**config.mk**
```make
export PLATFORM = sky130hd
export DESIGN_NAME = ghost_mode_ctrl
export DESIGN_NICKNAME = d
export VERILOG_FILES = /design/src/rtl/ghost_mode_ctrl.sv
export SDC_FILE = /design/constraint.sdc
export NUM_CORES = 1
export LEC_CHECK = 0
export CORE_MARGIN = 5
export CORE_UTILIZATION = 45
export DETAILED_ROUTE_END_ITERATION = 10
export HOLD_SLACK_MARGIN = 0.15
export MAX_ROUTING_LAYER = met4
export PLACE_DENSITY_LB_ADDON = 0.25
export SYNTH_ARGS = -nofsm -noshare
export SYNTH_HDL_FRONTEND = slang
export SYNTH_SLANG_ARGS = --single-unit
```
**constraint.sdc**
```tcl
create_clock -name clk -period 2.55 [get_ports clk]
set_input_delay 0.51 -clock clk [delete_from_list [all_inputs] [get_ports clk]]
set_output_delay 0.51 -clock clk [all_outputs]
set_load 0.01 [all_outputs]
```
**src/rtl/ghost_mode_ctrl.sv**
```systemverilog
// ghost_mode_ctrl: per-ghost NORM/FRGT/SCOR/DEAD sequencing with a shared frightened timer,
// score-display freeze, flash and frill-animation dividers.
module ghost_mode_ctrl #(
    parameter int FRGT_FRAMES  = 360,
    parameter int FLASH_START  = 120,
    parameter int FLASH_PERIOD = 12,
    parameter int SCORE_FRAMES = 60,
    parameter int ANIM_PERIOD  = 8
) (
    input  logic       clk,
    input  logic       rst_n,
    input  logic       frame_tick,
    input  logic       power_pellet,
    input  logic [3:0] ghost_eaten,
    input  logic [3:0] ghost_home,
    output logic [7:0] ghost_mode,
    output logic       ghost_flash,
    output logic       animation_cycle,
    output logic [1:0] score_idx,
    output logic       freeze
);
    localparam logic [1:0] NORM = 2'd0, FRGT = 2'd1, SCOR = 2'd2, DEAD = 2'd3;
    localparam logic [9:0] FRGT_LD    = 10'(FRGT_FRAMES);
    localparam logic [9:0] FLASH_TH   = 10'(FLASH_START);
    localparam logic [9:0] FLASH_LAST = 10'(FLASH_PERIOD - 1);
    localparam logic [9:0] SCORE_LD   = 10'(SCORE_FRAMES);
    localparam logic [9:0] ANIM_LAST  = 10'(ANIM_PERIOD - 1);

    logic [7:0] r_mode, w_mode_nxt;
    logic [9:0] r_fcnt, r_stmr, r_fdiv, r_adiv, w_fcnt_nxt;
    logic       r_flash, r_anim, r_freeze;
    logic [1:0] r_score, r_next_idx;
    logic [3:0] w_frgt, w_elig, w_pick;
    logic       w_fdec, w_expire, w_sdone, w_eat_ok, w_eat, w_freeze_nxt;

    // The frightened timer only runs while gameplay is not frozen; its 1->0 step is the expiry.
    always_comb begin
        w_fdec     = frame_tick && !r_freeze && (r_fcnt != 10'd0) && !power_pellet;
        w_expire   = w_fdec && (r_fcnt == 10'd1);
        w_sdone    = frame_tick && (r_stmr == 10'd1);
        w_eat_ok   = !r_freeze && !power_pellet && !w_expire;
        w_fcnt_nxt = power_pellet ? FRGT_LD : w_fdec ? r_fcnt - 10'd1 : r_fcnt;
        for (int i = 0; i < 4; i++) w_frgt[i] = (r_mode[2*i+:2] == FRGT);
        w_elig = ghost_eaten & w_frgt & {4{w_eat_ok}};
        w_pick = w_elig & (~w_elig + 4'd1);
        w_eat  = |w_pick;
    end

    always_comb begin
        w_mode_nxt   = r_mode;
        w_freeze_nxt = 1'b0;
        for (int i = 0; i < 4; i++) begin
            w_mode_nxt[2*i+:2] =
                (r_mode[2*i+:2] == NORM) ? (power_pellet ? FRGT : NORM) :
                (r_mode[2*i+:2] == FRGT) ? (w_pick[i] ? SCOR : w_expire ? NORM : FRGT) :
                (r_mode[2*i+:2] == SCOR) ? (w_sdone ? DEAD : SCOR) :
                (ghost_home[i] ? NORM : DEAD);
            w_freeze_nxt = w_freeze_nxt | (w_mode_nxt[2*i+:2] == SCOR);
        end
    end

    always_ff @(posedge clk or negedge rst_n) begin
        if (!rst_n) begin
            r_mode   <= 8'h00;
            r_freeze <= 1'b0;
        end else begin
            r_mode   <= w_mode_nxt;
            r_freeze <= w_freeze_nxt;
        end
    end

    always_ff @(posedge clk or negedge rst_n) begin
        if (!rst_n) begin
            r_fcnt     <= '0;
            r_stmr     <= '0;
            r_score    <= '0;
            r_next_idx <= '0;
        end else begin
            r_fcnt <= w_fcnt_nxt;
            r_stmr <= w_eat ? SCORE_LD : (frame_tick && r_stmr != 10'd0) ? r_stmr - 10'd1 : r_stmr;
            if (power_pellet) begin
                r_score    <= '0;
                r_next_idx <= '0;
            end else if (w_eat) begin
                r_score    <= r_next_idx;
                r_next_idx <= (r_next_idx == 2'd3) ? 2'd3 : r_next_idx + 2'd1;
            end
        end
    end

    // Flash phase restarts at 0 whenever the timer enters the flash window from above.
    always_ff @(posedge clk or negedge rst_n) begin
        if (!rst_n) begin
            r_fdiv  <= '0;
            r_flash <= 1'b0;
            r_adiv  <= '0;
            r_anim  <= 1'b0;
        end else begin
            if (power_pellet || w_fcnt_nxt == 10'd0 || w_fcnt_nxt > FLASH_TH) begin
                r_fdiv  <= '0;
                r_flash <= 1'b0;
            end else if (w_fdec && r_fcnt <= FLASH_TH) begin
                r_fdiv  <= (r_fdiv == FLASH_LAST) ? 10'd0 : r_fdiv + 10'd1;
                r_flash <= r_flash ^ (r_fdiv == FLASH_LAST);
            end
            if (frame_tick) begin
                r_adiv <= (r_adiv == ANIM_LAST) ? 10'd0 : r_adiv + 10'd1;
                r_anim <= r_anim ^ (r_adiv == ANIM_LAST);
            end
        end
    end

    always_comb begin
        ghost_mode      = r_mode;
        ghost_flash     = r_flash;
        animation_cycle = r_anim;
        score_idx       = r_score;
        freeze          = r_freeze;
    end
endmodule

```
=== After elaboration in Yosys (flattened, before gate mapping) ===
Cells that the tools add are included.

* Add/sub/neg operators: 6
* Multipliers: 0
* Div/mod/pow operators: 0
* Order comparisons: 2
* Equal/unequal tests: 17
* Shift-type cells: 0
* Multiplexer cells: 38
* Bitwise operators: 9
* Reduce and logical (&&, ||, !) cells: 25

{| class="wikitable"
|+ Operators by type and width
! operator !! number
|-
| $mux 10 || 8
|-
| $mux 2 || 25
|-
| $add 10x1->10 const B || 2
|-
| $eq 10x1->1 const B || 2
|-
| $reduce_bool 10->1 || 2
|-
| $sub 10x1->10 const B || 2
|-
| $eq 2x2->1 const B || 9
|-
| $and 4x4->4 || 3
|-
| $eq 10x3->1 const B || 1
|-
| $eq 10x4->1 const B || 1
|-
| $gt 10x7->1 const B || 1
|-
| $le 10x7->1 const B || 1
|-
| $logic_not 10->1 || 1
|-
| $logic_and 1x1->1 || 9
|-
| $eq 2x1->1 const B || 4
|-
| $logic_not 2->1 || 4
|-
| $reduce_bool 2->1 || 3
|-
| $mux 1 || 5
|-
| $add 4x1->4 const B || 1
|-
| $not 4->4 || 1
|-
| $reduce_or 4->1 || 1
|-
| $logic_not 1->1 || 3
|-
| $or 1x1->1 || 3
|-
| $add 2x1->2 const B || 1
|-
| other kinds (2) || 4
|}

* Register bits: 55
* Bits in latches: 0
* Memory bits (writable): 0
* Memory bits (read-only): 0
* Bits of input ports: 12
* Output and inout port bits: 13
* Logic and storage cells: 107
* Memories kept: 0

=== Logic depth before layout (Yosys ltp) ===
* Depth in word-level cells: 18
* Gate-level depth with buffers: 8
* Mapped depth without buffers: 7

=== Worst setup path after synthesis ===
Ideal clock, no wire load.

* Path type: in2reg
* Start: in power_pellet
* End: reg r_fdiv[0]
* Library setup time: 0.125 ns
* Data arrival time: 2.138 ns
* Data required time: 2.425 ns
* Setup slack: 0.287 ns
* Cell stages on the path: 8
* Path buffers: 3
* Path through: buf_6 -> or3b_1 -> buf_2 -> nor4_1 -> a31oi_1 -> a2111oi_2 -> buf_4 -> nor4_1

* Word-level cells in the longest chain between the ends: 8
* Elaborated cells between the ends (all ways): 11
* Classes of those cells: order compare (1); mux (3); reduce/logical (7)

{| class="wikitable"
|+ Ends and longest elaborated chain
! element !! line !! source
|-
| start, declared || 13 || <nowiki>input logic power_pellet,</nowiki>
|-
| branches (longest 8 deep; another with $gt 10x7->1) || -- ||
|-
| end signal, assigned || 103 || <nowiki>r_fdiv <= (r_fdiv == FLASH_LAST) ? 10'd0 : r_fdiv + 10'd1;</nowiki>
|-
| end, declared || 30 || <nowiki>logic [9:0] r_fcnt, r_stmr, r_fdiv, r_adiv, w_fcnt_nxt;</nowiki>
|}

Parallel ways; which one is timed is not known.
A chain may end at the register's enable or synchronous reset.

=== Final worst setup path ===
* Start: in frame_tick
* End: reg r_fdiv[5]

* Word-level cells in the longest chain between the ends: 9
* Elaborated cells between the ends (all ways): 12
* Classes of those cells: order compare (1); mux (3); reduce/logical (8)

{| class="wikitable"
|+ Ends and longest elaborated chain
! element !! line !! source
|-
| start, declared || 12 || <nowiki>input logic frame_tick,</nowiki>
|-
| $logic_and 1x1->1 * (3 in a row) || 38 || <nowiki>w_fdec = frame_tick && !r_freeze && (r_fcnt != 10'd0) && !power_pellet;</nowiki>
|-
| branches (longest 6 deep; another with $gt 10x7->1) || -- ||
|}

Mark *: on every way between the ends.

==> metrics <==
status=finished clean; DP HPWL=5.11 mm; min cycle time layout=2.45 ns; Synth async-reset ratio=100%; top_reg_cell synth=dfrtp_1; met1 GRT Util=23.0%; H-tree depth=2; final non-filler cell total=474; CTS max path bufs=2; # DRC=0; clk root buf=clkbuf_8; cell count after synthesis=331; Filler cells=617; first-pass iteration count of the detailed router=4; Ys Warns=0; CP Max Fanout=11; maximum vdd drop=408 µV; Vias/cell=5.64; clock sinks=55; global-route usage over all layers=17.1%; Setup Skew=0.00779 ns; crit path kind=in2reg; CP most frequent cell=nor4_1; first-pass GRT wire length=11.8 mm; drt wl/cell=14.7 µm; PwrDens=732 mW/mm²; layer carrying the most global-route usage=met2; Clock Latency Late Sink=0.31 ns; Worst setup EP type=flip-flop; design area=0.00383 mm²; routability cong.=0.830; number of CTS-inserted buffers=5; Worst Path Required=2.75 ns; Post-synth EDFFs=0; Rows=30; clk slew on worst S/H paths=0.10 ns; layout cells sized above 1=14.3%; Setup crit start kind=primary input; Cell Area, Synth=0.00321 mm²; Cell Chain, Critical Path=clkdlybuf4s50_1 > or3b_1 > nor4_1 > a31oi_1 > a2111oi_2 > buf_4 > nor4_1; DRT Wirelength=6.96 mm; Crit path largest cell delay=0.49 ns; most common cell after layout, fill and taps aside=dfrtp_1; total negative setup slack=0 ns; Die Ht=94.5 µm; ANT nets after route=0; ant diodes=0; die area=0.00892 mm²; Max-Slew Margin vs Limit=60.5%; fmax=408 MHz; Syn Area/Cell=9.70 µm²; Critical Path AT=2.64 ns; placed inst area=0.00373 mm²; met3 Use GR=2.71%; PortBufs=24; Max-Cap Viols=0; vias in the first global route=2578; total power=2.80 mW; Post-Place Cells=466; final hold slack=0.193 ns; fin. max-slew vios=0; Synth cell types=65; Final nets=396; Slew @ Worst Pin=0.593 ns; largest net degree at the start of global routing=32; io pins=25; most frequent cells in the layout=dfrtp_1 (55), nor2_1 (32), buf_4 (29); antenna violations before repair=0; final setup fails=0; gr ovfl total=0; core region area=0.00687 mm²; CTS tree=built; period utilization=96.0%; Hold Violations, Final=0; sequential standard cell area=0.00138 mm²; vias=2671; Hold Crit Class=in2async; global routing usage on met2=26.3%; P_leak=1.54 nW; slowest cell on the critical path=clkdlybuf4s50_1; Die Wd=94.5 µm; Starting Density=46.7%; sequential element share of the synthesized area=42.9%; drt initial violations=116; area of the multi-input gates=0.00171 mm²; flops & latches, synth=55; Syn Nets=350; RSZ-0062 raised after global routing=no; area growth from synthesis to layout=19.3%
## state kept, by name, indices dropped and copies added (netlist names)
signal           cells
score_idx            2
ghost_mode           8
animation_cycle      1
r_fdiv              10
r_next_idx           2
r_adiv              10
r_stmr              10
r_fcnt              10
ghost_flash          1
freeze               1
## metal layers
metal  vias to the layer above  share of wire, %
met5                         -                 0
met2                        45                46
met4                         0               1.2
met1                      1311                49
li1                       1306                 -
met3                         9               3.3
## report_power, final
group / leakage (nW) / internal (mW) / switching (mW)
Sequential: 0.693 / 1.04 / 0.234
Combinational: 0.808 / 0.563 / 0.477
Clock: 0.0402 / 0.192 / 0.293
Total: 1.54 / 1.80 / 1.00
## final cells by class
type                            instances  area share [%]
Multi-Input combinational cell        245            44.7
Sequential cell                        55            35.9
Clock buffer                            5            1.80
Timing Repair Buffer                   54            12.3
Tap cell                               96            3.14
Inverter                               16            1.57
Clock inverter                          3           0.523
## cell usage after synthesis (3+ instances only)
library cell  count  area, µm²
a211oi_1          6       45.0
a21oi_1           9       45.0
nor3_1           15       75.1
o21ai_0           5       25.0
mux2i_1          10        100
nor4_1           15       93.8
and3b_1           5       43.8
a31oi_1           5       31.3
nand4_1           8       50.1
xnor2_1          17        149
buf_2             7       35.0
or3_1             7       43.8
xor2_1           11       96.3
ha_1              7       87.6
and3_1            5       31.3
nand2b_1          4       25.0
nor2_1           32        120
nand3b_1          3       22.5
nand3_1           6       30.0
nand2_1          23       86.3
dfrtp_1          55       1380
nor4_2            3       37.5
a2bb2oi_1         3       26.3
inv_1            16       60.1
clkbuf_1          5       18.8
## logic make-up after synthesis
group | count (synthesis) | share of synthesized area (%)
adder cells (fa/ha/maj) | 7 | 2.73
flip-flops | 55 | 42.9
multiplexers | 11 | 3.82
AO/OA/AOI/OAI | 53 | 12.8
AND/OR/NAND/NOR | 146 | 25.9
XOR/XNOR | 28 | 7.64
buffers and inverters | 31 | 4.25
## per-stage QoR
stage / worst slack, ns / utilization (%)
CTS: 0.00205 / 55.6
global placement: -0.169 / 54.3
global route: 0.00731 / 55.8
floorplan: 0.287 / -
detailed placement: -0.264 / 54.3
finish: 0.102 / 55.8
## critical path: cells and delay by family
kind	cells	cell delay, ns
AO/OA/AOI/OAI	2	0.53
buffers and inverters	2	0.74
AND/OR/NAND/NOR	3	0.87
## repair_timing
action,CTS,global route
gates resized for setup,0,3
buffers inserted,0,0
hold buffers,0,0
hold endpoints to repair,0,0
endpoints found under the setup margin,0,11
## path summary, 6_finish.rpt
check / startpoint / endpoint / slack (ns) / cells past startpoint
max in group asynchronous: rst_n / r_fcnt[1]$_DFF_PN0_ / 1.79 / 2
min in group clk: animation_cycle$_DFFE_PN0P_ / animation_cycle$_DFFE_PN0P_ / 0.47 / 1
worst max-delay path: frame_tick / r_fdiv[5]$_DFFE_PN0P_ / 0.10 / 7
worst max register to register: r_fcnt[0]$_DFF_PN0_ / r_fdiv[5]$_DFFE_PN0P_ / 0.13 / 8
worst min register to register: animation_cycle$_DFFE_PN0P_ / animation_cycle$_DFFE_PN0P_ / 0.47 / 1
worst min-delay path: rst_n / r_adiv[6]$_DFFE_PN0P_ / 0.19 / 1
Power figures use the tool's default switching activity.
